### src/rtl/gsu_pkg.sv
// Shared types and fixed cache geometry for the GSU fetch path.
// 32 lines of 16 bytes form the 512-byte instruction cache.
package gsu_pkg;

  typedef enum logic [2:0] {
    IDLE,
    HIT_RD,
    FILL,
    DIRECT,
    DONE
  } state_e;

  localparam int CACHE_LINES = 32;
  localparam int LINE_BYTES  = 16;
  localparam int CACHE_BYTES = CACHE_LINES * LINE_BYTES;

endpackage

### src/rtl/gsu_cache_tags.sv
// Per-line valid flags of the instruction cache.
// A clear-all request takes priority over a same-cycle set.
module gsu_cache_tags
  import gsu_pkg::*;
(
  input  logic                   clk_i,
  input  logic                   rst_ni,
  input  logic                   set_i,
  input  logic [4:0]             set_idx_i,
  input  logic                   clr_i,
  output logic [CACHE_LINES-1:0] valid_o
);

  logic [CACHE_LINES-1:0] valid_q;
  logic [CACHE_LINES-1:0] valid_d;

  always_comb begin
    valid_d = valid_q;
    if (clr_i) begin
      valid_d = '0;
    end else if (set_i) begin
      valid_d[set_idx_i] = 1'b1;
    end
  end

  always_ff @(posedge clk_i or negedge rst_ni) begin
    if (!rst_ni) begin
      valid_q <= '0;
    end else begin
      valid_q <= valid_d;
    end
  end

  assign valid_o = valid_q;

endmodule

### src/rtl/gsu_fetch.sv
// GSU opcode fetch: cache hit read, 16-byte line fill on miss,
// and direct memory read for fetches outside the cache window.
module gsu_fetch
  import gsu_pkg::*;
(
  input  logic        clkin,
  input  logic        RESET,
  input  logic        fetch_req,
  input  logic [7:0]  fetch_bank,
  input  logic [15:0] fetch_addr,
  output logic        fetch_ack,
  output logic [7:0]  fetch_data,
  input  logic [15:0] cbr,
  input  logic        flush,
  output logic        mem_req,
  output logic [7:0]  mem_bank,
  output logic [15:0] mem_addr,
  input  logic        mem_ack,
  input  logic [7:0]  mem_data,
  output logic [8:0]  cache_addra,
  output logic [7:0]  cache_dina,
  output logic        cache_wea,
  output logic [8:0]  cache_addrb,
  input  logic [7:0]  cache_doutb,
  output logic [31:0] cache_valid
);

  state_e state_q, state_d;

  logic [15:0] diff;
  logic        cached;
  logic        hit;
  logic        accept;
  logic        last_byte;
  logic        unused_cbr;

  logic [4:0]  line_q;
  logic [3:0]  off_q;
  logic [3:0]  k_q;
  logic        hit_wait_q;
  logic        flushed_q;
  logic [7:0]  data_q;
  logic [7:0]  bank_q;
  logic [15:0] addr_q;
  logic        wea_q;
  logic [8:0]  addra_q;
  logic [8:0]  addrb_q;
  logic [7:0]  dina_q;

  assign unused_cbr = ^cbr[3:0];
  assign diff   = fetch_addr - {cbr[15:4], 4'h0};
  assign cached = diff < 16'(CACHE_BYTES);
  assign hit    = cached && cache_valid[diff[8:4]];
  assign accept = (state_q == IDLE) && fetch_req;
  assign last_byte = (state_q == FILL) && mem_ack
                  && (k_q == 4'hF);

  always_comb begin
    state_d = state_q;
    unique case (state_q)
      IDLE: begin
        if (fetch_req) begin
          if (!cached)  state_d = DIRECT;
          else if (hit) state_d = HIT_RD;
          else          state_d = FILL;
        end
      end
      HIT_RD: if (hit_wait_q) state_d = DONE;
      FILL:   if (last_byte)  state_d = DONE;
      DIRECT: if (mem_ack)    state_d = DONE;
      DONE:   state_d = IDLE;
      default: state_d = IDLE;
    endcase
  end

  always_ff @(posedge clkin or negedge RESET) begin
    if (!RESET) begin
      state_q <= IDLE;
    end else begin
      state_q <= state_d;
    end
  end

  always_ff @(posedge clkin or negedge RESET) begin
    if (!RESET) begin
      line_q     <= '0;
      off_q      <= '0;
      k_q        <= '0;
      hit_wait_q <= 1'b0;
      flushed_q  <= 1'b0;
      data_q     <= '0;
      bank_q     <= '0;
      addr_q     <= '0;
      wea_q      <= 1'b0;
      addra_q    <= '0;
      addrb_q    <= '0;
      dina_q     <= '0;
    end else begin
      wea_q <= 1'b0;
      // a flush seen anywhere in a fill poisons the line's valid bit
      if (accept)     flushed_q <= flush;
      else if (flush) flushed_q <= 1'b1;
      if (accept) begin
        line_q     <= diff[8:4];
        off_q      <= diff[3:0];
        k_q        <= '0;
        hit_wait_q <= 1'b0;
        bank_q     <= fetch_bank;
        addr_q     <= cached
                    ? fetch_addr - {12'h0, diff[3:0]}
                    : fetch_addr;
        if (hit) addrb_q <= diff[8:0];
      end
      if (state_q == HIT_RD) begin
        hit_wait_q <= 1'b1;
        if (hit_wait_q) data_q <= cache_doutb;
      end
      if ((state_q == FILL) && mem_ack) begin
        wea_q   <= 1'b1;
        addra_q <= {line_q, k_q};
        dina_q  <= mem_data;
        k_q     <= k_q + 4'd1;
        addr_q  <= addr_q + 16'd1;
        if (k_q == off_q) data_q <= mem_data;
      end
      if ((state_q == DIRECT) && mem_ack) begin
        data_q <= mem_data;
      end
    end
  end

  gsu_cache_tags u_tags (
    .clk_i     (clkin),
    .rst_ni    (RESET),
    .set_i     (last_byte && !flushed_q),
    .set_idx_i (line_q),
    .clr_i     (flush),
    .valid_o   (cache_valid)
  );

  assign fetch_ack   = (state_q == DONE);
  assign mem_req     = (state_q == FILL)
                    || (state_q == DIRECT);
  assign fetch_data  = data_q;
  assign mem_bank    = bank_q;
  assign mem_addr    = addr_q;
  assign cache_wea   = wea_q;
  assign cache_addra = addra_q;
  assign cache_dina  = dina_q;
  assign cache_addrb = addrb_q;

endmodule
### config.mk
export PLATFORM = sky130hd
export DESIGN_NAME = gsu_fetch
export DESIGN_NICKNAME = d
export VERILOG_FILES = /design/src/rtl/gsu_pkg.sv /design/src/rtl/gsu_cache_tags.sv /design/src/rtl/gsu_fetch.sv
export SDC_FILE = /design/constraint.sdc
export NUM_CORES = 1
export LEC_CHECK = 0
export BUFFER_PORTS_ARGS = -buffer_cell sky130_fd_sc_hd__buf_2
export CORE_ASPECT_RATIO = 1.4
export CORE_MARGIN = 3
export CORE_UTILIZATION = 40
export CTS_BUF_LIST = sky130_fd_sc_hd__clkbuf_4 sky130_fd_sc_hd__clkbuf_8
export DETAILED_ROUTE_END_ITERATION = 7
export GPL_TIMING_DRIVEN = 0
export PLACE_DENSITY = 0.6
export SETUP_SLACK_MARGIN = 0.3
export SLEW_MARGIN = 30
export SYNTH_ARGS = -nofsm -noshare
export SYNTH_HDL_FRONTEND = slang
export SYNTH_HIERARCHICAL = 1
export SYNTH_SLANG_ARGS = --single-unit
### constraint.sdc
create_clock -name clkin -period 5.3 [get_ports clkin]
set_input_delay 1.06 -clock clkin [delete_from_list [all_inputs] [get_ports clkin]]
set_output_delay 1.06 -clock clkin [all_outputs]
set_load 0.01 [all_outputs]
==> results.cfg <==
[status]
status = finished, final reports clean

[global_routing]
grt_use_met1 = 0.2446
grtUsageTotal = 0.2055
grt_pass1_vias = 4716
use_met3 = 0.04674
grt_overflow = 0
antenna_found_initial = 1
grt_first_pass_wirelength_um = 24360
grt-busiest-layer = met2
use_met2 = 0.3700
grt_max_degree = 58

[worst_setup_path]
crit_fanout = 9
path_buf_inv = 3
ff2ff_setup_slack_ps = 2350
worstSetupStartpointType = primary input
arrival_ps = 4260
slowest_delay_ps = 530
crit_top_cell = buf_2
path_delay_family = simple AND/OR/NAND/NOR gates
reg2reg_from = state_q[1]
path_cells = buf_2 > inv_1 > ha_1 > fa_1 > nor2b_1 > o21bai_1 > a21oi_2 > mux2i_1 > or4_1 > nand4bb_1 > buf_2 > nor3_4 > mux2_2
crit_path_end_kind = flop
worstReg2RegEnd = u_tags/valid_o[20]
path_class = in2reg
worstPathRequired_ps = 5570
critical-path-slowest-cell = or4_1
worst-r2r-cell-count = 9

[routing]
drc_errors = 0
drt_pass1_iterations = 4
drt_iter0_drc = 156
vias = 4695
vias_per_cell = 5.188
finalWirelength_um = 15380
antenna_left = 0
wl_per_cell_um = 16.99

[power_and_ir_drop]
ir_drop_mv = 0.1557
netSwitchingPower_mw = 1.106
switching_share = 0.4021
share_seq_of_total_power = 0.460
p_leak_nw = 3.275
internal-power_mw = 1.644
p_per_area_mw_per_mm2 = 415.1
p_comb_frac = 0.363
clockPowerShare = 0.177

[worst_hold_path]
hp-class = reg2reg
min_from = mem_addr[15]
hold_depth = 1
min_to = mem_addr[15]

[clock_tree]
cts_buffers = 9
post_cts_buffers = 0
clk_latency_ps = 380
cts_tree = yes
htreeDepth = 3
cts_num_sinks = 109
cts.clk_slew.worst_paths_ps = 110
cts_resized = 0
root_buffer = clkbuf_8
hold_buffers = 0
cts.path.max_buffers = 2

[timing]
finClkSkew_ps = 9.739
rsz0062_at_grt = no
fin_ws_ps = 1313
finalHoldViolCount = 0
period_needed_ps = 3987
finalCritPeriodShare = 0.7522
finalSetupViolCount = 0
max_freq_ghz = 0.2508
maxSlewHeadroom = 0.5487
setup_tns_ps = 0
tightestPinTransition_ps = 676.9
drv_slew = 0

[floorplanning]
die_y_um = 143.9
rows = 49
start_util = 0.4162
io_pins = 154
die_area_sq_mm = 0.01504
die_w_um = 104.5
placeableCoreArea_sq_mm = 0.01306

[finish]
design_area_sq_mm = 0.006625
instances_no_fill = 905
final_core_util = 0.5073
drive_gt1_frac = 0.2600
area_delta_synth_final_pct = 21.89
nets = 797
n_antenna_cell = 0

[place]
place_area_sq_mm = 0.006441
dp.cells = 889
gp_congestion = 0.8387
dp_hpwl_um = 11690
place_ws_ps = 890.1
port-buffer-count = 149

[yosys]
synth_edf_count = 0
synth-seq-area-share = 0.5018
syn_area_sq_mm = 0.005435
ys_ff_latch = 109
synth_nets = 636
async_flop_share = 1.000
syn_area_per_cell_sq_um = 9.688
netlist_instances = 561
netlist-cell-type-count = 53
ys.flop_type = dfrtp_1
yosysWarnings = 6

[flow_run]
maxCapViolations = 0
[flip-flops by register name, summed over array words and instances (netlist names), 5 cells and up]
register,count
cache_addrb,9
u_tags/valid_o,32
mem_addr,16
fetch_data,8
cache_addra,9
cache_dina,8
mem_bank,8
line_q,5
[cell usage in the layout (no fill, tap or decap), types with 6 or more instances in the layout]
cell type,Yosys,routed
a21oi_1,15,15
a311oi_1,7,7
and3_1,7,7
buf_2,2,150
clkbuf_1,20,19
clkbuf_8,0,9
dfrtp_1,109,109
ha_1,13,13
inv_1,52,52
mux2_2,7,7
mux2i_1,13,13
mux4_2,10,10
nand2_1,129,129
nand3_1,11,11
nand4_1,6,6
nor2_1,21,21
o21ai_0,25,25
o22ai_1,36,36
xnor2_1,7,7
[power by group through the flow]
stage	combinational [mW]	clock (mW)	sequential (mW)
detailed placement	1.01	0	1.28
global placement	0.983	0	1.27
CTS	1.02	0.508	1.26
global route	1.13	0.546	1.30
floorplan	0.542	0	1.32
finish	0.999	0.487	1.26
[worst reg2reg max path, cell delays in order, from the launching register on]
cell	delay (ps)
dfrtp_1	410
nor2b_1	260
nand3_1	220
clkinv_1	200
clkbuf_1	380
nand4_1	220
nor2_1	380
or3b_1	390
clkbuf_1	230
o22ai_1	180
[logic make-up (layout without fill, tap and decap cells)]
kind of cell               after synthesis  count (layout)  share of synthesized area
and+or+nand+nor                        209             209                     0.1809
adders and majority gates               14              14                    0.03361
xor gates and xnor gates                12              12                    0.01934
DFF                                    109             109                     0.5018
AOI/OAI and AO/OA                      110             110                     0.1308
muxes                                   30              30                    0.07988
buffers and inverters                   77             243                    0.05364
[synth_stat cells (2+ instances only)]
| cell type | instances | area, sq um |
|---|---|---|
| buf_2 | 2 | 10.01 |
| nand2_1 | 129 | 484.2 |
| nand4_1 | 6 | 37.54 |
| xnor2_1 | 7 | 61.31 |
| a211oi_1 | 5 | 37.54 |
| nand4bb_1 | 5 | 56.30 |
| o221ai_1 | 2 | 17.52 |
| nor2_1 | 21 | 78.83 |
| mux2i_1 | 13 | 130.1 |
| clkbuf_1 | 20 | 75.07 |
| nand2b_1 | 3 | 18.77 |
| nand3_1 | 11 | 55.05 |
| nor3_1 | 3 | 15.01 |
| ha_1 | 13 | 162.7 |
| inv_1 | 52 | 195.2 |
| a32oi_1 | 2 | 17.52 |
| a21oi_1 | 15 | 75.07 |
| a22o_1 | 2 | 17.52 |
| mux4_2 | 10 | 225.2 |
| a311oi_1 | 7 | 61.31 |
| nor3b_1 | 2 | 15.01 |
| o21ai_0 | 25 | 125.1 |
| buf_1 | 2 | 7.510 |
| nand4b_1 | 2 | 17.52 |
| o22ai_1 | 36 | 225.2 |
| or3b_1 | 2 | 17.52 |
| dfrtp_1 | 109 | 2728 |
| a221o_1 | 4 | 40.04 |
| and3_1 | 7 | 43.79 |
| a21o_1 | 3 | 22.52 |
| nand3b_1 | 4 | 30.03 |
| or4b_1 | 3 | 30.03 |
| or4_1 | 2 | 15.01 |
| nor2b_1 | 3 | 18.77 |
| mux2_2 | 7 | 78.83 |
| xor2_1 | 5 | 43.79 |
[routing by layer]
layer | vias up | part of all wire
met2 | 133 | 0.52
met3 | 20 | 0.056
met4 | 2 | 0.019
li1 | 2273 | -
met1 | 2267 | 0.40
met5 | - | 0.00085
[metrics by stage]
step | hold slack, ps | power [mW]
global route | 508.5 | 2.973
global placement | 454.0 | 2.252
finish | 475.9 | 2.750
detailed placement | 457.7 | 2.292
floorplan | 449.8 | 1.858
CTS | 482.9 | 2.787
[how the worst max path moves through the flow]
stage | start | end | slack, ps | cells after the start
4_1_cts | fetch_addr[4] | cache_addrb[0] | 1300 | 13
5_1_grt | fetch_addr[4] | cache_addrb[0] | 1130 | 13
3_5_place_dp | fetch_addr[4] | cache_addrb[0] | 890 | 13
6_report | fetch_addr[4] | cache_addrb[0] | 1310 | 13
2_1_floorplan | fetch_addr[4] | cache_addrb[0] | 1480 | 12
3_3_place_gp | fetch_addr[4] | cache_addrb[8] | 950 | 13
[final cells by class]
class | instances | area (sq um)
plain buffers | 24 | 93.84
clock inverters | 5 | 43.79
clock buffers | 11 | 138.9
well taps | 178 | 222.7
inverters | 53 | 198.9
flip-flops and latches | 109 | 2728
fillers | 1293 | 6434
repair buffers | 150 | 783.3
multi-input cells | 375 | 2416
No activity file was read; power rests on OpenSTA's default activity.
